[src/rtl/disp_bcd_scan.sv]
// Binary-to-BCD (sequential double-dabble) and 6-digit multiplexed 7-seg scan.
// Optional DISP_DP_EN adds dp_pos input for decimal point and blanking floor.
module disp_bcd_scan #(
  parameter int CLK_FREQ_HZ    = 50_000_000,
  parameter int SCAN_HZ        = 1_000,
  parameter bit SEG_ACTIVE_LOW = 1'b1
) (
  input  logic        clk,
  input  logic        reset,
  input  logic [23:0] disp_data,
  input  logic        disp_en,
`ifdef DISP_DP_EN
  input  logic [2:0]  dp_pos,
`endif
  output logic [5:0]  sel,
  output logic [7:0]  seg,
  output logic        busy
);

  localparam int DIV = CLK_FREQ_HZ / SCAN_HZ;
  localparam int CW  = (DIV > 2) ? $clog2(DIV) : 1;
  localparam logic [CW-1:0] DIV_MAX = CW'(DIV - 1);
  localparam logic [7:0] SEG_OFF = SEG_ACTIVE_LOW ? 8'hFF : 8'h00;
  localparam logic [23:0] MAX_VAL = 24'd999_999;

  typedef enum logic [1:0] {
    S_IDLE,
    S_SHIFT,
    S_DONE
  } state_t;

  state_t      state_q, state_d;
  logic [4:0]  bit_q, bit_d;
  logic [23:0] shreg_q, shreg_d;
  logic [23:0] work_q, work_d;
  logic [23:0] bcd_q, bcd_d;
  logic [23:0] last_q, last_d;
  logic        busy_q, busy_d;
  logic [CW-1:0] div_q, div_d;
  logic [2:0]  idx_q, idx_d;
  logic [5:0]  sel_q, sel_d;
  logic [7:0]  seg_q, seg_d;

  logic [23:0] adj;
  logic [2:0]  msd;
  logic [2:0]  lim;
  logic [3:0]  digit;
  logic [7:0]  code;

  function automatic logic [7:0] enc(input logic [3:0] d);
    logic [7:0] c;
    unique case (d)
      4'd0: c = 8'h3F;
      4'd1: c = 8'h06;
      4'd2: c = 8'h5B;
      4'd3: c = 8'h4F;
      4'd4: c = 8'h66;
      4'd5: c = 8'h6D;
      4'd6: c = 8'h7D;
      4'd7: c = 8'h07;
      4'd8: c = 8'h7F;
      4'd9: c = 8'h6F;
      default: c = 8'h00;
    endcase
    return c;
  endfunction

  // add-3 correction on each work nibble before the shift
  always_comb begin
    adj = '0;
    for (int i = 0; i < 6; i++) begin
      if (work_q[4*i +: 4] >= 4'd5)
        adj[4*i +: 4] = work_q[4*i +: 4] + 4'd3;
      else
        adj[4*i +: 4] = work_q[4*i +: 4];
    end
  end

  always_comb begin
    state_d = state_q;
    bit_d   = bit_q;
    shreg_d = shreg_q;
    work_d  = work_q;
    bcd_d   = bcd_q;
    last_d  = last_q;
    busy_d  = busy_q;
    unique case (state_q)
      S_IDLE: begin
        if (disp_data != last_q) begin
          last_d  = disp_data;
          shreg_d = (disp_data > MAX_VAL) ? MAX_VAL : disp_data;
          work_d  = '0;
          bit_d   = '0;
          busy_d  = 1'b1;
          state_d = S_SHIFT;
        end
      end
      S_SHIFT: begin
        work_d  = {adj[22:0], shreg_q[23]};
        shreg_d = {shreg_q[22:0], 1'b0};
        bit_d   = bit_q + 5'd1;
        if (bit_q == 5'd23)
          state_d = S_DONE;
      end
      S_DONE: begin
        bcd_d   = work_q;
        busy_d  = 1'b0;
        state_d = S_IDLE;
      end
      default: state_d = S_IDLE;
    endcase
  end

  always_comb begin
    div_d = div_q + CW'(1);
    idx_d = idx_q;
    if (div_q == DIV_MAX) begin
      div_d = '0;
      idx_d = (idx_q == 3'd5) ? 3'd0 : idx_q + 3'd1;
    end
  end

  // lim: highest digit index that must stay visible
  always_comb begin
    msd = 3'd0;
    for (int i = 1; i < 6; i++) begin
      if (bcd_q[4*i +: 4] != 4'd0)
        msd = 3'(i);
    end
    lim = msd;
`ifdef DISP_DP_EN
    if (dp_pos < 3'd6 && dp_pos > lim)
      lim = dp_pos;
`endif
    digit = bcd_q[{idx_q, 2'b00} +: 4];
    code  = enc(digit);
`ifdef DISP_DP_EN
    if (idx_q == dp_pos)
      code[7] = 1'b1;
`endif
    if (idx_q > lim)
      code = 8'h00;
    sel_d = 6'b1 << idx_q;
    seg_d = SEG_ACTIVE_LOW ? ~code : code;
    if (!disp_en) begin
      sel_d = '0;
      seg_d = SEG_OFF;
    end
  end

  always_ff @(posedge clk) begin
    if (reset) begin
      state_q <= S_IDLE;
      bit_q   <= '0;
      shreg_q <= '0;
      work_q  <= '0;
      bcd_q   <= '0;
      last_q  <= '0;
      busy_q  <= 1'b0;
      div_q   <= '0;
      idx_q   <= '0;
      sel_q   <= '0;
      seg_q   <= SEG_OFF;
    end else begin
      state_q <= state_d;
      bit_q   <= bit_d;
      shreg_q <= shreg_d;
      work_q  <= work_d;
      bcd_q   <= bcd_d;
      last_q  <= last_d;
      busy_q  <= busy_d;
      div_q   <= div_d;
      idx_q   <= idx_d;
      sel_q   <= sel_d;
      seg_q   <= seg_d;
    end
  end

  assign sel  = sel_q;
  assign seg  = seg_q;
  assign busy = busy_q;

endmodule

[config.mk]
export PLATFORM = sky130hd
export DESIGN_NAME = disp_bcd_scan
export DESIGN_NICKNAME = d
export VERILOG_FILES = /design/src/rtl/disp_bcd_scan.sv
export SDC_FILE = /design/constraint.sdc
export NUM_CORES = 1
export LEC_CHECK = 0
export CORE_MARGIN = 1
export CORE_UTILIZATION = 50
export CTS_CLUSTER_DIAMETER = 200
export DETAILED_ROUTE_END_ITERATION = 6
export PLACE_DENSITY = 0.72
export SYNTH_ARGS = -nofsm -noshare
export SYNTH_HDL_FRONTEND = slang
export SYNTH_SLANG_ARGS = --single-unit
[constraint.sdc]
create_clock -name clk -period 2.4 [get_ports clk]
set_clock_uncertainty 0.05 [all_clocks]
set_input_delay 0.24 -clock clk [delete_from_list [all_inputs] [get_ports clk]]
set_output_delay 0.24 -clock clk [all_outputs]
set_load 0.02 [all_outputs]
* Yosys cells after proc, flatten, opt, wreduce, memory -nomap -nowiden
Memories as Yosys holds them, arrays and structs flattened.
Index checks and enable logic that the tools add are counted.
** Cells by class
- Add/sub/neg operators :: 9
- $mul :: 0
- Divide/modulo/power cells :: 0
- $lt $le $gt $ge :: 8
- Eq/ne operators :: 8
- Shift operators :: 2
- Multiplexer cells :: 25
- Bitwise gates (word level) :: 2
- Reduce and logical (&&, ||, !) cells :: 14
** Operators with widths (number)
- 24-bit case mux with 2 select lines :: 2
- 24-bit two-way mux :: 3
- 4-bit by 3-bit >= comparator with 1-bit output, second input constant :: 6
- 24-bit by 20-bit greater-than comparator with 1-bit output, second input constant :: 1
- 24-bit inequality test :: 1
- 24-bit by 6-bit indexed part select with 4-bit output :: 1
- 4-bit by 2-bit adder with 4-bit output, second input constant :: 5
- 4-bit two-way mux :: 5
- 4-bit nonzero test :: 5
- 3-bit two-way mux :: 6
- 16-bit by 1-bit adder with 16-bit output, second input constant :: 1
- 16-bit equality test, second input constant :: 1
- 5-bit case mux with 2 select lines :: 1
- 8-bit two-way mux :: 1
- 8-bit inverter :: 1
- 2-bit AND reduction :: 4
- 1-bit by 3-bit << shifter with 6-bit output, first input constant :: 1
- 5-bit by 1-bit adder with 5-bit output, second input constant :: 1
- 5-bit equality test, second input constant :: 1
- 5-bit two-way mux :: 1
- 2-bit two-way mux :: 2
- 2-bit inequality test, second input constant :: 2
- 2-bit case mux with 2 select lines :: 1
- 2-bit nonzero test :: 2
- 11 further kinds :: 13
** Storage, ports and cells
- Bits in registers :: 137
- Bits in latches :: 0
- Memory bits (writable) :: 0
- Bits in read-only memories :: 112
- Input bits :: 27
- Output and inout port bits :: 15
- Logic and storage cells :: 80
- Memories :: 1
** Memories
- (name not given) :: depth 16, bits a word 7, rd ports 1, clocked after Yosys merged registers in 0, wr ports 0, RTL line 52 : unique case (d)

* Logic depth before layout (Yosys ltp)
- Depth after elaboration :: 9
- Depth in mapped cells :: 10
- Mapped depth without buffers :: 10

* Worst setup path before layout
No wires, ideal clock.
- Kind :: reg-to-reg
- From :: register idx_q[0]
- To :: register seg_q[0] (netlist: seg[0])
- Setup time :: 0.127 ns
- Arrival time :: 2.150 ns
- Required time :: 2.223 ns
- Slack :: 0.073 ns
- Stages on the path, launching flop included :: 9
- Buffers on the path :: 1
- Clock period less this slack :: 2.327 ns
- Path through :: dfxtp_1 buf_2 mux4_2 a22oi_1 inv_1 ha_1 mux2_2 nand2_1 nand2_1
** On the way
- Word-level cells in the longest chain between the ends :: 4
- Elaborated cells on any way between the ends :: 5
- Classes of those cells :: 1 x order compare; 1 x shift; 1 x mux; 1 x bitwise; 1 x memory
** Ends and longest elaborated chain
- start: declaration :: RTL line 40 : logic [2:0] idx_q, idx_d;
- start signal: assignment :: RTL line 173 : idx_q <= idx_d;
- 24-bit by 6-bit indexed part select with 4-bit output :: RTL line 135 : digit = bcd_q[{idx_q, 2'b00} +: 4];
- memory read 16 x 7 bit
- 8-bit two-way mux (*) :: RTL line 141 : if (idx_q > lim)
- 8-bit inverter (*) :: RTL line 144 : seg_d = SEG_ACTIVE_LOW ? ~code : code;
- end signal: assignment :: RTL line 175 : seg_q <= seg_d;
- end: declaration :: RTL line 42 : logic [7:0] seg_q, seg_d;
Mark *: on every way between the ends. The rest lies on a longest branch, timed or not.
A chain may end at the register's enable or synchronous reset.

* Final worst setup path
- From :: register bcd_q[19]
- To :: register seg_q[1] (netlist: seg[1])
** On the way
- Word-level cells in the longest chain between the ends :: 6
- Elaborated cells on any way between the ends :: 8
- Classes of those cells :: 1 x order compare; 1 x shift; 3 x mux; 1 x bitwise; 1 x reduce/logical; 1 x memory
** Ends and longest elaborated chain
- start: declaration :: RTL line 36 : logic [23:0] bcd_q, bcd_d;
- start signal: assignment :: RTL line 157 : bcd_q <= '0;
- start signal: assignment :: RTL line 169 : bcd_q <= bcd_d;
- branches (longest 4 deep; another with memory read 16 x 7 bit)
- 8-bit two-way mux (*) :: RTL line 141
- 8-bit inverter (*) :: RTL line 144
Every way passes the cells marked *.

==> results.toml <==
[final_layout]
seqCellArea_sq_um = 2724
areaGrowthSynthToFinish_pct = 23.59
final_nets = 861
stdcell_count = 997
nFillCells = 1063
multi_input_area_sq_um = 3642
drive_gt1_frac = 0.1552
diodes = 0
fin_util = 0.6399

[min_path]
hold_path_class = "in2reg"
min_path_cells = 4

[clocking]
cts-root-buf = "clkbuf_16"
cts_made_buffers = 17
clock_path_buffers = 2
htreeDepth = 4
clkSinkCount = 136
clock_latency_ps = 420
path_clk_slew_ps = 60
cts_tree = "yes"
cts_hold_buf = 0

[power]
ir_drop_mv = 0.3883
p_sw_frac = 0.2324
p_switching_mw = 1.244
intPower_mw = 4.111
power_frac_seq = 0.443
power_density_nw_per_um2 = 657.8
combPwrFrac = 0.083
power_leakage_nw = 3.063
clock_power_share = 0.474

[timing]
post-route-period-util = 1.025
tightest_slew_ps = 895.9
hold_viol = 0
layout_min_cycle_time_ps = 2460
max-slew-margin-rel = 0.4012
setup_violations = 5
fin_ws_ps = -59.89
drv_slew = 0
fmax_mhz = 406.5

[global_routing]
grt_pass1_wl_um = 25390
grt_pass1_vias = 5299
overflow = 0
antenna_found_initial = 0
grt_max_degree = 79
track_usage = 0.2402

[detailed_routing]
vias = 5711
viasPerCell = 5.728
ant_nets = 0
wl_um = 15710
drt-wirelength-per-cell_um = 15.75
drc_errors = 0
drt_iter0_markers = 363
dr.pass1.iters = 5

[floorplanning]
die_h_um = 116.8
dieArea_sq_um = 13640
row_count = 41
io_pins = 42
die_w_um = 116.8
start_util = 0.5177
fp.coreArea_sq_um = 12720

[synthesis]
postSynthRegisterBits = 136
ys_seq_area_frac = 0.4134
synth_area_per_cell_sq_um = 8.900
synth_top_cell_area_share = 0.4134
synth.distinct_cells = 57
yosys_warnings = 0
synthesis.instances = 740
syn-cell-area_sq_um = 6586
yosysTopAreaCell = "dfxtp_1"
syn-num-nets = 789
synth.most_common_cell = "nand2_1"
synth_common_cells = "nand2_1, dfxtp_1, a21oi_1"
synth_edf_count = 0
async_flop_share = 0
synth_top_flop_cell = "dfxtp_1"
synth_area_leaders = "dfxtp_1, nand2_1, mux2i_1"

[flow_run]
maxCapViolations = 0

[worst_setup_path]
cp_max_fo = 4
worstRegToRegCells = 10
path_depth = 10
path_class = "reg2reg"
cp-start-kind = "flip-flop"
cp_num_buf_inv = 1
endpoint_kind = "flip-flop"
cp.required_ps = 2660
slowest_stage = "or4_4"
cp_cell_sequence = "or4_4, nor2_4, o21ai_2, ha_1, nor2b_4, o21ai_1, a32oi_2, nor3_2, buf_4, nand2_1"
crit_arrival_ps = 2720
slowest_delay_ps = 560
timing.critical_path.max_delay_family = "simple AND/OR/NAND/NOR gates"

[placement]
place_inst = 962
gp_congestion = 0.8400
hpwl_um = 10920
portBuffers = 40

[outcome]
outcome = "finished with violations"
violations = "setup timing"
## repair_timing
action / 4_1_cts / 5_1_grt
endpoints found under the setup margin: 6 / 7
buffers inserted: 1 / 2
pin swaps: 3 / 6
resized for setup: 1 / 14
## power by group through the flow
stage          registers, mW  clock network, mW  logic (mW)
3_5_place_dp            2.42                  0       0.437
2_1_floorplan           2.42                  0       0.238
4_1_cts                 2.37               2.57       0.442
3_3_place_gp            2.42                  0       0.427
5_1_grt                 2.38               2.67       0.479
6_report                2.37               2.54       0.443
## cell usage in the layout, fill, tap and decap left out, drive strengths merged, types with 7 or more instances in the layout
master,n
clkinv,8
xnor2,39
o21ai,20
nor3,14
mux2i,35
xor2,12
a22o,10
or3,9
dfxtp,136
clkdlybuf4s50,39
buf,57
o221ai,9
a21oi,42
inv,26
nand2,137
o2bb2ai,8
clkbuf,20
a31oi,15
nand3,25
nand2b,9
nor2,33
nand4,10
nor4,7
a32o,9
ha,22
## tightest hold or removal path: cells and delay by family
kind	cells	cell delay, ps
buffers and inverters	2	200
and+or+nand+nor	2	190
## final timing paths
kind	startpoint	end	slack, ps
worst max register to register	bcd_q[19]	seg[1]	-60
worst min register to register	div_q[0]	div_q[0]	400
worst min-delay path	reset	sel[4]	210
worst max-delay path	bcd_q[19]	seg[1]	-60
## final cells by class
| cell class | count | share of cell area |
|---|---|---|
| well taps | 172 | 0.02644 |
| repair buffers | 96 | 0.1079 |
| multi-input cells | 535 | 0.4474 |
| inverters | 26 | 0.01199 |
| clock buffers | 20 | 0.05610 |
| clock inverters | 12 | 0.01552 |
| flip-flops and latches | 136 | 0.3346 |
## registers in the layout (all words and copies together) (netlist names)
name,count
bcd_q,24
bit_q,5
busy,1
div_q,16
idx_q,3
last_q,24
seg,7
sel,6
shreg_q,24
state_q,2
work_q,24
## metrics by stage
step	power [mW]	setup slack, ps	hold slack (ps)	cell area, sq um	setup TNS [ps]
6_report	5.355	-59.89	211.9	8140	-209.5
5_1_grt	5.534	-81.49	262.0	8140	-344.8
4_1_cts	5.386	5.646	212.0	8082	0
3_5_place_dp	2.858	-75.78	386.7	7483	-535.5
3_3_place_gp	2.846	-7.602	378.9	7483	-33.21
2_1_floorplan	2.654	73.22	306.9	6586	0
## per-layer routing
layer | wire length [um] | track usage
met5 | 0 | 0
met4 | 267 | 0.08608
met3 | 575 | 0.04840
met2 | 7468 | 0.3905
met1 | 7395 | 0.3173
## cell families (layout without fill, tap and decap cells)
kind of cell | Yosys count | count (layout) | synth area share
AO/OA/AOI/OAI | 150 | 150 | 0.1691
XOR/XNOR | 51 | 51 | 0.06782
adder cells (fa/ha/maj) | 22 | 22 | 0.04179
buffers and inverters | 69 | 154 | 0.04274
flip-flops | 136 | 136 | 0.4134
multiplexers | 45 | 45 | 0.07713
other | 1 | 1 | 0.0005694
AND/OR/NAND/NOR | 266 | 266 | 0.1875
Power figures use the tool's default switching activity.
